`src/rtl/wb_timer.sv`:
```
// Machine timer (64-bit mtime/mtimecmp) on a Wishbone classic-cycle slave port, with level irq.
// Latency: ACK/ERR and DAT_O are registered at the acceptance edge; irq follows register state by one cycle.
// Backpressure: none. Every accepted access completes in one cycle, so back-to-back accesses take two cycles each.
module wb_timer #(
    parameter int PRESCALE_W = 8
) (
    input  logic        clk,
    input  logic        rst,
    input  logic        STB,
    input  logic        CYC,
    input  logic [31:0] ADR,
    input  logic [31:0] DAT_I,
    input  logic        WE,
    input  logic [2:0]  CTI_I,
    output logic [31:0] DAT_O,
    output logic        ACK,
    output logic        ERR,
    output logic        RTY,
    output logic        irq
);

    localparam logic [2:0] OFF_MTIME_LO    = 3'd0;
    localparam logic [2:0] OFF_MTIME_HI    = 3'd1;
    localparam logic [2:0] OFF_MTIMECMP_LO = 3'd2;
    localparam logic [2:0] OFF_MTIMECMP_HI = 3'd3;
    localparam logic [2:0] OFF_CTRL        = 3'd4;

    logic [63:0]           mtime;
    logic [63:0]           mtimecmp;
    logic [31:0]           hi_shadow;
    logic                  cnt_en;
    logic                  irq_en;
    logic [PRESCALE_W-1:0] div;
    logic [PRESCALE_W-1:0] pcnt;

    logic [2:0]  word;
    logic        accept;
    logic        bad;
    logic        good_acc;
    logic        wr_lo;
    logic        wr_hi;
    logic        wr_cmp_lo;
    logic        wr_cmp_hi;
    logic        wr_ctrl;
    logic        rd_lo;
    logic        tick;
    logic [31:0] ctrl_rd;
    logic [31:0] rd_mux;

    // Upper address bits are decoded externally and the cycle type is ignored.
    logic unused_bits;
    assign unused_bits = ^{ADR[31:5], CTI_I};

    assign RTY = 1'b0;

    assign word      = ADR[4:2];
    assign accept    = STB & CYC & ~ACK & ~ERR;
    assign bad       = (ADR[1:0] != 2'b00) || (word > OFF_CTRL);
    assign good_acc  = accept & ~bad;
    assign wr_lo     = good_acc & WE & (word == OFF_MTIME_LO);
    assign wr_hi     = good_acc & WE & (word == OFF_MTIME_HI);
    assign wr_cmp_lo = good_acc & WE & (word == OFF_MTIMECMP_LO);
    assign wr_cmp_hi = good_acc & WE & (word == OFF_MTIMECMP_HI);
    assign wr_ctrl   = good_acc & WE & (word == OFF_CTRL);
    assign rd_lo     = good_acc & ~WE & (word == OFF_MTIME_LO);
    assign tick      = cnt_en & (pcnt == div);

    // Register read mux; CTRL bits outside cnt_en/irq_en/div read as zero.
    always_comb begin
        ctrl_rd                 = '0;
        ctrl_rd[0]              = cnt_en;
        ctrl_rd[1]              = irq_en;
        ctrl_rd[8 +: PRESCALE_W] = div;
        rd_mux                  = '0;
        case (word)
            OFF_MTIME_LO:    rd_mux = mtime[31:0];
            OFF_MTIME_HI:    rd_mux = hi_shadow;
            OFF_MTIMECMP_LO: rd_mux = mtimecmp[31:0];
            OFF_MTIMECMP_HI: rd_mux = mtimecmp[63:32];
            OFF_CTRL:        rd_mux = ctrl_rd;
            default:         rd_mux = '0;
        endcase
    end

    // Single-cycle bus response; it self-clears because a pending ACK/ERR blocks acceptance.
    always_ff @(posedge clk or posedge rst) begin
        if (rst) begin
            ACK   <= 1'b0;
            ERR   <= 1'b0;
            DAT_O <= '0;
        end else begin
            ACK   <= good_acc;
            ERR   <= accept & bad;
            DAT_O <= (good_acc & ~WE) ? rd_mux : '0;
        end
    end

    // Software-visible control, compare and snapshot registers.
    always_ff @(posedge clk or posedge rst) begin
        if (rst) begin
            mtimecmp  <= '1;
            hi_shadow <= '0;
            cnt_en    <= 1'b1;
            irq_en    <= 1'b0;
            div       <= '0;
        end else begin
            if (wr_cmp_lo) mtimecmp[31:0]  <= DAT_I;
            if (wr_cmp_hi) mtimecmp[63:32] <= DAT_I;
            if (wr_ctrl) begin
                cnt_en <= DAT_I[0];
                irq_en <= DAT_I[1];
                div    <= DAT_I[8 +: PRESCALE_W];
            end
            if (rd_lo) hi_shadow <= mtime[63:32];
        end
    end

    // Prescaler; a CTRL write restarts the divide period.
    always_ff @(posedge clk or posedge rst) begin
        if (rst) begin
            pcnt <= '0;
        end else if (wr_ctrl || tick) begin
            pcnt <= '0;
        end else if (cnt_en) begin
            pcnt <= pcnt + PRESCALE_W'(1);
        end
    end

    // mtime: a software write to either half wins over the tick and blocks the carry.
    always_ff @(posedge clk or posedge rst) begin
        if (rst) begin
            mtime <= '0;
        end else if (wr_lo || wr_hi) begin
            if (wr_lo) mtime[31:0]  <= DAT_I;
            if (wr_hi) mtime[63:32] <= DAT_I;
        end else if (tick) begin
            mtime <= mtime + 64'd1;
        end
    end

    // Registered level interrupt from the unsigned 64-bit compare.
    always_ff @(posedge clk or posedge rst) begin
        if (rst) begin
            irq <= 1'b0;
        end else begin
            irq <= irq_en & (mtime >= mtimecmp);
        end
    end

endmodule

```
`config.mk`:
```
export PLATFORM = sky130hd
export DESIGN_NAME = wb_timer
export DESIGN_NICKNAME = d
export VERILOG_FILES = /design/src/rtl/wb_timer.sv
export SDC_FILE = /design/constraint.sdc
export NUM_CORES = 1
export LEC_CHECK = 0
export CORE_MARGIN = 4
export CORE_UTILIZATION = 45
export CTS_BUF_LIST = sky130_fd_sc_hd__clkbuf_4 sky130_fd_sc_hd__clkbuf_8
export CTS_CLUSTER_SIZE = 10
export DETAILED_ROUTE_END_ITERATION = 8
export SLEW_MARGIN = 20
export SYNTH_ARGS = -nofsm -noshare
export SYNTH_HDL_FRONTEND = slang
export SYNTH_SLANG_ARGS = --single-unit
```
`constraint.sdc`:
```
create_clock -name clk -period 20.2 [get_ports clk]
set_clock_uncertainty 0.05 [all_clocks]
set_input_delay 3.03 -clock clk [delete_from_list [all_inputs] [get_ports clk]]
set_output_delay 3.03 -clock clk [all_outputs]
set_load 0.05 [all_outputs]
```
; After elaboration in Yosys (flattened, before gate mapping)
; Cells that the tools add are included.
[word_totals]
reg_bits = 213
word_cells = 60
out_inout_bits = 36
inputBits = 72
[op_classes]
mux = 8
n_addsub = 2
magnitude_cmp = 2
reduce_logical = 9
bitwise_logic = 19
n_eq_ne = 7
[op_table]
columns = op, n
row1 = 32-bit case mux with 5 select lines, 1
row2 = 64-bit 2-to-1 mux, 2
row3 = 32-bit 2-to-1 mux, 3
row4 = 64-bit by 1-bit adder with 64-bit output (second input constant), 1
row5 = 64-bit >= comparator, 1
row6 = 8-bit 2-to-1 mux, 2
row7 = 1-bit AND, 15
row8 = 8-bit by 1-bit adder with 8-bit output (second input constant), 1
row9 = 8-bit equality test, 1
row10 = 3-bit by 2-bit equality test with 1-bit output (second input constant), 2
row11 = 2-bit nonzero test, 3
row12 = 2-bit inequality test (second input constant), 2
row13 = 1-bit NOT, 4
row14 = 2-bit AND reduction, 2
row15 = 3-bit by 1-bit equality test with 1-bit output (second input constant), 1
row16 = 3-bit equality test (second input constant), 1
row17 = 3-bit greater-than comparator (second input constant), 1
row18 = 3-bit logical NOT, 1
row19 = 1-bit logical OR, 3

; Longest topological paths before layout
; Gate-level depths: netlist of the first run.
[depth]
ltp_word = 9
mapped_depth = 10
ltp_nobuf = 8

; Worst setup path before layout of the first run
; Ideal clock, no wire load.
[synth_path]
path_type = input to register
start = input port ADR[3]
end = register hi_shadow[0]
setup_time_ps = 125
arrival_time_ps = 4646
path_buffers = 3
stages = 8
slack_ps = 15380
path_cell_list = buf_2 -> o21ai_2 -> and3_1 -> nand2b_1 -> clkbuf_1 -> nor4_2 -> buf_2 -> mux2_2
[synth_via]
elab_chain_len = 6
elab_cells_between_ends = 7
classes_between = 1 x order compare / 4 x bitwise / 2 x reduce/logical
[synth_rtl]
columns = item, line
row1 = start: declaration, 11  ; input logic [31:0] ADR,
row2 = 3-bit greater-than comparator, 58  ; assign bad = (ADR[1:0] != 2'b00) || (word > OFF_CTRL);
row3 = 1-bit logical OR, 58
row4 = 1-bit NOT, 59  ; assign good_acc = accept & ~bad;
row5 = 1-bit AND, 59
row6 = net good_acc, 39  ; logic good_acc;
row7 = 1-bit AND (2 in a row), 65  ; assign rd_lo = good_acc & ~WE & (word == OFF_MTIME_LO);
row8 = end signal: assignment, 114  ; if (rd_lo) hi_shadow <= mtime[63:32];
row9 = end: declaration, 30  ; logic [31:0] hi_shadow;
; The timed path passes the listed nets, and every way through them passes these cells.
; A chain may end at the register's enable or synchronous reset.

; Worst setup path after layout of the first run
[layout_path]
start = input port ADR[2]
end = register mtime[14]
[layout_via]
elab_chain_len = 9
elab_cells_between_ends = 14
classes_between = 1 x order compare / 2 x eq/ne / 1 x mux / 5 x bitwise / 5 x reduce/logical
[layout_rtl]
columns = item, line
row1 = 3-bit greater-than comparator, 58
row2 = 1-bit logical OR, 58
row3 = 1-bit NOT, 59
row4 = 1-bit AND, 59
row5 = 1-bit AND, "60, 61"
row6 = "1-bit AND, on equally long branches", "60, 61"
row7 = 1-bit logical OR, 133  ; end else if (wr_lo || wr_hi) begin
row8 = 2-bit inequality test (no source line) or 2-bit nonzero test (tied branches), --
row9 = 2-bit AND reduction (no source line), --
row10 = end signal: assignment, 137  ; mtime <= mtime + 64'd1;
row11 = end: declaration, 28  ; logic [63:0] mtime;
; Parallel ways exist; a longest one is shown, timed or not.

==> key figures, run 1 <==
CTS
  • CTS resizes: 0
  • Cts hold-fix bufs: 0
  • CTS max path bufs: 3
  • Post-CTS Setup Bufs: 0
  • Num CTS Buffers: 40
  • Clk root buf: clkbuf_8
  • Worst skew pair latency: 540 ps
  • CTS tree: built
  • Htree depth: 2
  • Reg clk slew, reported paths: 60 ps
  • CTS sink cnt: 213

Critical path
  • Startpoint types: primary input
  • Critical Path Fanout Max: 42
  • Worst Path Arrival: 6490 ps
  • Setup CP Type: primary input to register
  • FF-to-FF Start: ERR$_DFF_PP0_
  • Setup crit start: ADR[2]
  • CP required: 20,590 ps
  • Crit end category: register

Floorplan
  • Core box area: 0.0261 sq mm
  • Die H: 171 microns
  • Die X: 171 microns
  • Boundary Pins: 108
  • Initial Utilization: 45.9%
  • Die Footprint: 0.0294 sq mm
  • # rows: 59

STA
  • Hold Slack: 454 ps
  • Hold Fails Final Rpt: 0
  • Worst slew pin tran: 1070 ps
  • Highest clock rate: 0.164 GHz
  • Slew Viols, Final: 0
  • Setup TNS Final: 0 ps
  • RSZ-0062 raised after global routing: no
  • Max_slew headroom: 29.0%
  • Final setup viols: 0
  • Final worst path period need: 6100 ps
  • Period utilisation layout: 30.2%

Power and ir drop
  • Static leakage: 6.21 nW
  • Pwr Density: 76.7 mW/mm^2
  • Peak supply drop: 0.0620 mV

Cells and area
  • Final #Nets: 1,497
  • Final std cell area, no fill: 0.0140 sq mm
  • Fill count: 2,466
  • Layout cells sized above 1: 16.6%
  • Area delta synth->final: 16.7%
  • Commonest cells after routing, fill and taps aside: 152 x a21oi_1, 148 x dfrtp_1, 139 x nand2_1
  • Most common cell after layout, fill and taps aside: a21oi_1
  • Diodes inserted: 0

Logic synthesis
  • Synth Warn #: 0
  • Register area share after synthesis: 45.1%
  • Largest family of logic cells by synthesized area: compound AO/OA/AOI/OAI gates
  • Syn_nets: 1,430
  • Flops & latches, synth: 213
  • Top FF cell, synth: dfrtp_1
  • Syn Std Cell Area: 0.0120 sq mm
  • Distinct cells, synth: 65
  • Post-synthesis async set-or-reset flop share: 100%
  • Multiplexer share of the synthesized area: 5.12%
  • Adder-cell area share of the yosys netlist: 6.88%
  • Synth Area in Simple Gates: 16.0%
  • Post-synthesis instance total: 1,292
  • Synthesized area per cell: 9.29 sq um
  • Post-Synth XOR/XNOR Area: 1.09%
  • Complex-gate fraction of the synthesized area: 20.8%
  • EDFF count, synth: 0

Global route
  • First-pass GRT wire length: 57.7 mm
  • Largest net degree at the start of global routing: 105
  • Initial antenna violation count: 0
  • GRT Total Usage: 25.1%
  • Gr ovfl total: 0
  • Vias in the first global route: 9,945

Worst hold path
  • Worst min-delay path class: register to register
  • Worst Hold Launch: hi_shadow[22]$_DFFE_PP0P_

Place
  • Port Buffers: 76
  • Placed cell area: 0.0131 sq mm
  • DP HPWL: 24.5 mm
  • Placer Congestion: 0.875

Route
  • Initial DRC count: 884
  • Drc violations: 0
  • Via count: 10,400
  • Vias/cell: 6.01
  • Routed length per instance: 21.2 microns
  • Post-route ant nets: 0
  • Final wirelength: 36.6 mm
  • Drt first pass iters: 5

Job
  • Max Cap Violations: 0

Status
  • Outcome: completed
-- cell type report --
class | instances | area, sq um | area share, %
Tap cell | 335 | 419 | 2.99
Inverter | 75 | 289 | 2.06
Multi-Input combinational cell | 932 | 6040 | 43.1
Timing Repair Buffer | 97 | 926 | 6.61
Sequential cell | 213 | 5410 | 38.6
Clock buffer | 66 | 852 | 6.08
Clock inverter | 8 | 70.1 | 0.500
-- final timing paths --
kind                                             endpoint  slack [ps]  depth (start not counted)
worst max-delay path                mtime[14]$_DFFE_PP0P_       14100                          9
worst min-delay path            hi_shadow[22]$_DFFE_PP0P_         450                          1
worst max register to register      mtime[14]$_DFFE_PP0P_       16980                          8
worst min register to register  hi_shadow[22]$_DFFE_PP0P_         450                          1
max in group asynchronous             pcnt[0]$_DFFE_PP0P_       15720                          3
min in group asynchronous             DAT_O[27]$_DFF_PP0_        2970                          2
-- routing by layer --
metal | up-vias | share of wire, % | GRT usage (%) | routed length [microns]
met5 | - | 0 | 0 | 0
met4 | 0 | 2.4 | 7.27 | 861
met3 | 65 | 7.2 | 5.19 | 2630
met2 | 359 | 45 | 37.8 | 16300
met1 | 5090 | 46 | 36.7 | 16800
li1 | 4858 | - | - | -
-- stage by stage --
step | worst slack (ps) | instances | utilization, % | power (mW)
floorplan | 11410 | 1292 | - | 0.564
global placement | 13660 | 1651 | 50.0 | 0.607
detailed placement | 13620 | 1652 | 50.1 | 0.610
CTS | 14210 | 1726 | 53.6 | 1.09
global route | 14010 | 1726 | 53.6 | 1.13
finish | 14100 | 1726 | 53.6 | 1.07
-- registers in the layout (all words and copies together), names as in the netlist --
register and cells:
ACK 1, DAT_O 32, ERR 1, cnt_en 1, div 8, hi_shadow 32
irq 1, irq_en 1, mtime 64, mtimecmp 64, pcnt 8
-- power by group --
group	leakage, nW	internal, mW	switching, mW
Sequential	2.53	0.461	0.0225
Combinational	3.20	0.0493	0.0703
Clock	0.485	0.280	0.191
-- kinds of logic after synthesis --
family          Yosys count
compound gates          419
flops                   213
simple gates            375
fa+ha+maj                66
other cells               1
buf+inv                 147
xor+xnor                 15
mux                      56
-- cells in the mapped netlist (all sizes together) (9+ instances only) --
master | n | area share [%]
a21oi | 152 | 6.3
dfrtp | 148 | 31
nand2 | 139 | 4.3
o21ai | 114 | 4.8
inv | 75 | 2.3
nor2 | 67 | 2.1
ha | 66 | 6.9
dfstp | 65 | 14
a22oi | 54 | 3.4
clkbuf | 47 | 1.5
mux2 | 43 | 4.0
nand3 | 29 | 1.2
nor3 | 28 | 1.4
nand4 | 27 | 1.5
buf | 25 | 1.2
o22ai | 21 | 1.1
and3 | 20 | 1.0
and4 | 16 | 1.2
nor4 | 14 | 1.3
mux2i | 13 | 1.1
a31oi | 11 | 0.57
o22a | 10 | 0.73
xnor2 | 9 | 0.66
-- worst max-delay path: stages --
cell	delay, ps
clkdlybuf4s50_1	790
o21ai_2	170
and4_1	220
buf_4	300
nor4_4	680
or2_1	440
buf_4	470
a21oi_1	120
a311oi_1	210
Note: power is estimated with default switching activity, not from simulation.
==> run 2: changes to the inputs <==
--- a/config.mk
+++ b/config.mk
@@ -10,6 +10,7 @@
 export CTS_BUF_LIST = sky130_fd_sc_hd__clkbuf_4 sky130_fd_sc_hd__clkbuf_8
 export CTS_CLUSTER_SIZE = 10
 export DETAILED_ROUTE_END_ITERATION = 8
+export PLACE_DENSITY = 0.67
 export SLEW_MARGIN = 20
 export SYNTH_ARGS = -nofsm -noshare
 export SYNTH_HDL_FRONTEND = slang
==> constraint.sdc (replaced) <==
create_clock -name clk -period 5.1 [get_ports clk]
set_clock_uncertainty 0.05 [all_clocks]
set_input_delay 0.765 -clock clk [delete_from_list [all_inputs] [get_ports clk]]
set_output_delay 0.765 -clock clk [all_outputs]
set_load 0.05 [all_outputs]
==> key figures, run 2 (synthesis gave the netlist of run 1 again) <==
Critical path
  • CP max stage cell: nor3_1
  • Worst Path Arrival: 3890 ps
  • Critical Path Fanout Max: 15
  • Startpoint types: primary input
  • Cell mode on critical path: o21ai_0
  • Worst path max stage delay: 850 ps
  • Crit end category: register
  • Setup CP Type: primary input to register
  • CP required: 5430 ps
  • CP top delay family: simple AND/OR/NAND/NOR gates
  • CP Cell Sequence: clkdlybuf4s50_1, o21ai_2, nand4_1, nor3_1, nor2_1, o21ai_0, o21ai_0
  • Crit path buf inv count: 1

Power and ir drop
  • Power Total: 4.12 mW
  • Seq pwr share: 46.5%
  • Gate power share: 11.6%
  • Static leakage: 6.19 nW
  • Clk network pwr share: 41.8%
  • Peak supply drop: 0.126 mV
  • Switching Share: 27.0%
  • Internal Power: 3.00 mW
  • Psw: 1.11 mW
  • Pwr Density: 295 mW/mm^2

Place
  • Port Buffers: 76
  • Setup WS pre-CTS: 1100 ps
  • Placed cell area: 0.0131 sq mm
  • DP HPWL: 24.2 mm
  • Placer Congestion: 0.921
  • Placed cell count: 1,657

CTS
  • Htree depth: 2
  • CTS tree: built
  • Cts hold-fix bufs: 0
  • CTS resizes: 0
  • CTS max path bufs: 3
  • CTS sink cnt: 213
  • Post-CTS Setup Bufs: 0
  • Clk root buf: clkbuf_8
  • Num CTS Buffers: 39
  • Worst skew pair latency: 550 ps
  • Reg clk slew, reported paths: 60 ps

Global route
  • Vias in the first global route: 10,300
  • Largest net degree at the start of global routing: 132
  • Initial antenna violation count: 0
  • GRT Total Usage: 24.5%
  • First-pass GRT wire length: 57.1 mm
  • Gr ovfl total: 0

Route
  • Top sig layer: met4
  • Metal1 wirelength: 16.2 mm
  • Metal3 WL: 2.68 mm
  • Post-route ant nets: 0
  • Drc violations: 0
  • Drt first pass iters: 5
  • Vias/cell: 6.10
  • Via count: 10,500
  • Final wirelength: 36.2 mm
  • Initial DRC count: 964
  • Routed length per instance: 20.9 microns
  • Routed wl met2: 16.3 mm

Job
  • Max Cap Violations: 0

Cells and area
  • Diodes inserted: 0
  • Area delta synth->final: 16.3%
  • Final core occ: 53.4%
  • Final std cell area, no fill: 0.0140 sq mm
  • Commonest cells after routing, fill and taps aside: 152 x a21oi_1, 148 x dfrtp_1, 139 x nand2_1
  • Final Non-Filler Cells: 1,728
  • Layout cells sized above 1: 16.5%
  • Final #Nets: 1,501
  • Biggest regs: mtime x64, mtimecmp x64
  • Most common cell after layout, fill and taps aside: a21oi_1

STA
  • Setup TNS Final: 0 ps
  • Slew Viols, Final: 0
  • Worst setup slack after layout: 1540 ps
  • Max_slew headroom: 31.8%
  • Worst slew pin tran: 1020 ps
  • Final worst path period need: 3560 ps
  • Hold Fails Final Rpt: 0
  • Hold Slack: 455 ps
  • Period utilisation layout: 69.9%
  • RSZ-0062 raised after global routing: no
  • Highest clock rate: 0.281 GHz
  • Final setup viols: 0

Floorplan
  • Initial Utilization: 45.9%
  • Die X: 171 microns
  • Die H: 171 microns
  • Die Footprint: 0.0294 sq mm
  • Boundary Pins: 108
  • # rows: 59
  • Core box area: 0.0261 sq mm

Status
  • Outcome: completed

Worst hold path
  • Worst min-delay path class: register to register
[run 2: cell types whose count changed in the layout (fill, tap and decap cells not counted), sizes merged]
cell / delta
clkinvlp: +2
bufinv: -1
clkbuf: +1
clkinv: -4
buf: +5
inv: -1
[run 2: cell type report]
cell class | instances | area (sq um)
fill | 2382 | 12200
clock buffer | 67 | 797
timing repair buffer | 102 | 993
multi-input combinational | 932 | 6030
sequential | 213 | 5410
clock inverter | 4 | 27.5
inverter | 75 | 285
tap | 335 | 419
[run 2: power by group through the flow]
stage | logic (mW) | registers (mW) | clock network, mW
5_1_grt | 0.536 | 1.93 | 1.84
6_report | 0.479 | 1.92 | 1.72
4_1_cts | 0.480 | 1.91 | 1.75
3_3_place_gp | 0.466 | 1.94 | 0
2_1_floorplan | 0.313 | 1.92 | 0
3_5_place_dp | 0.476 | 1.94 | 0
[run 2: path summary, 6_finish.rpt]
kind	cells after the start	endpoint	slack (ps)	start
max reg2reg	6	mtime[35]$_DFFE_PP0P_	2020	ERR$_DFF_PP0_
min reg2reg	1	hi_shadow[10]$_DFFE_PP0P_	460	hi_shadow[10]$_DFFE_PP0P_
min	1	hi_shadow[10]$_DFFE_PP0P_	460	hi_shadow[10]$_DFFE_PP0P_
max in group asynchronous	3	div[1]$_DFFE_PP0P_	3640	rst
min in group asynchronous	3	DAT_O[28]$_DFF_PP0_	700	rst
max	7	mtime[35]$_DFFE_PP0P_	1540	ADR[2]
[run 2: routing by layer]
metal | vias up | global-route usage (%)
met5 | - | 0
met4 | 0 | 8.41
met3 | 70 | 4.46
met2 | 429 | 37.3
met1 | 5174 | 35.3
li1 | 4872 | -
==> edit: new RTL, settings of run 2 <==
The parameter `PRESCALE_W` goes from 8 to 6.
--- a/src/rtl/wb_timer.sv
+++ b/src/rtl/wb_timer.sv
@@ -4,3 +4,3 @@
 module wb_timer #(
-    parameter int PRESCALE_W = 8
+    parameter int PRESCALE_W = 6
 ) (
Formal check against the unedited RTL: not equivalent (Yosys sat finds a counterexample within 4 cycles, from zero or initial values and one cycle with rst high).
==> edit against run 2 <==
Worst hold slack gained 0.0012 ns; synthesized area is 1.3% lower; sequential cell count decreased by 4; register-to-register slack about the same; cell area shrank 1.4%; routed wire length fell by 6.3%; combinational power is 20% higher; setup slack better by 0.22 ns; power up 2.4%; critical endpoint is now mtime[50].
==> edit: results (changes against run 2) <==
Outcome: completed
Cell count after synthesis: 1246 (-3.6%)
Inst Count DP: 1606 (-3.1%)
Biggest fanout along the worst timing path: 20 (+5)
Worst-path clk slew: 0.06 ns (about the same)
Net count after synthesis: 1384 (-3.2%)
Worst Min Path Start: hi_shadow[9]
Destination of the worst register-to-register timing path: mtime[56]
Slew at the pin closest to its max-slew limit: 0.990 ns (-0.0288 ns)
Routed WL per cell: 20.2 um (-3.4%)
Pin count of the biggest net entering global routing: 118 (-11%)
Htree depth: 2 (unchanged)
Reg-to-reg critical path startpoint: mtime[0]
Arrival time at the worst endpoint: 3.73 ns (-0.16 ns)
Total global routing track utilization: 23.6% (-0.91 points)
Uppermost layer routed: met4
Number of cells traversed by the worst hold path: 1 (unchanged)
Global placer's final weighted congestion: 0.832 (-9.6%)
FF-to-FF setup slack: 2.02 ns (about the same)
Post-placement worst setup slack: 1.22 ns (+0.124 ns)
Switching part of the total power: 27.6% (+0.61 points)
Worst Hold Class: flip-flop to flip-flop
Layout cell share with drive strength beyond 1: 17.4% (+0.86 points)
Largest cells by area after synthesis: dfrtp_1 30%, dfstp_2 14%, ha_1 7.0%, a21oi_1 4.9%, o21ai_0 4.1%
Yosys synthesis warning count: 0 (unchanged)
CTS hold repair buffers: 0 (unchanged)
Residual overflow from global routing: 0 (unchanged)
Final #Nets: 1450 (-3.4%)
Post-synthesis xor/xnor area fraction: 0.813% (-0.28 points)
Later-pin clock latency in the skew report: 0.56 ns
End point of the worst hold path: hi_shadow[9]
Count of vias placed by the detailed router: 10100 (-4.3%)
First DRT Iteration DRCs: 947 (-1.8%)
Filler-free cell count of the finished design: 1676 (-3.0%)
Netlist cell types: 72 (+11%)
Depth of the worst register-to-register path: 7 (+1)
Adder-cell share of the synthesized area: 6.97% (+0.090 points)
Post-synth top cells: 144 x dfrtp_1, 117 x a21oi_1, 110 x nand2_1
Post-DP HPWL: 23200 um (-4.1%)
Routed length on met1: 15400 um (-5.0%)
Antenna Cells: 0 (unchanged)
Fraction of the yosys area taken by sequential cells: 44.8% (-0.25 points)
Setup Buffers After CTS: 0 (unchanged)
Number of antenna violations at the first check in global routing: 0 (unchanged)
Met2 wire length: 15600 um (-4.3%)
Wire length of the first global-routing pass: 54800 um (-4.1%)
Clock root buffer: clkbuf_8
DRT Pass-1 Iters: 6 (+1)
Final Setup Violations: 0 (unchanged)
Detailed-routed wire length on met3: 2100 um (-22%)
Area fraction in compound gates after synthesis: 21.9% (+1.1 points)
Total leakage power: 6.11 nW (-1.4%)
Share of synthesized area spent on multiplexers: 4.74% (-0.38 points)
Filler cell count: 2412 (+1.3%)
Max VDD drop: 0.205 mV (+62%)
Registers with the most flip-flops: mtime x64, mtimecmp x64
## edit: cell count changes after synthesis, sizes merged, moves of 8 or more
cell	run 2	this run
nand2	139	110
nand4	27	35
o22ai	21	12
o21ai	114	100
a31oi	11	23
a21oi	152	117
a21o	8	19
and3	20	29
o22a	10	29
## edit: metal layers
layer,vias to the layer above,GRT usage [%]
met4,0,6.94
li1,4710,-
met5,-,0
met2,341,36.7
met3,65,4.18
met1,4976,33.9
## edit: cells by family (layout without fill, tap and decap cells)
kind of cell    after synthesis  count (layout)
flops                       209             209
buf+inv                     152             247
mux                          51              51
compound gates              411             411
simple gates                345             345
xor+xnor                     11              11
fa+ha+maj                    66              66
other cells                   1               1
## edit: power groups by stage
stage	clock network, mW	registers (mW)	logic, mW
finish	1.74	1.90	0.573
global route	1.85	1.92	0.648
CTS	1.77	1.90	0.573
detailed placement	0	1.93	0.571
global placement	0	1.92	0.553
floorplan	0	1.90	0.396
## edit: cell type report
class / instances / share of cell area, %
multi-input cells: 885 / 43.1
flip-flops and latches: 209 / 38.6
repair buffers: 101 / 7.07
clock buffers: 69 / 6.08
well taps: 335 / 3.04
inverters: 76 / 2.10
clock inverters: 1 / 0.0363
## edit: worst max-delay path by stage
| stage | startpoint | endpoint | slack (ns) | depth (start not counted) |
|---|---|---|---|---|
| after floorplan | rst | ACK | 1.62 | 1 |
| after global placement | ADR[2] | mtime[50] | 1.21 | 7 |
| after detailed placement | ADR[2] | mtime[50] | 1.22 | 7 |
| after CTS | ADR[2] | mtime[50] | 1.79 | 7 |
| after global routing | ADR[2] | mtime[50] | 1.56 | 7 |
| final | ADR[2] | mtime[50] | 1.76 | 7 |
## edit: worst max-delay path: stages
cell and delay (ns):
clkdlybuf4s50_1 0.54, o21ai_2 0.26, nand4_1 0.36, nor3_2 0.62, or2_1 0.73, nand4_1 0.20, o311ai_1 0.25
## edit: per-stage QoR
step / area [um2] / hold slack, ns / power (mW)
final: 13800 / 0.456 / 4.21
after global routing: 13800 / 0.475 / 4.42
after CTS: 13800 / 0.460 / 4.25
after detailed placement: 12900 / 0.447 / 2.50
after global placement: 12900 / 0.441 / 2.47
after floorplan: 11900 / 0.430 / 2.29
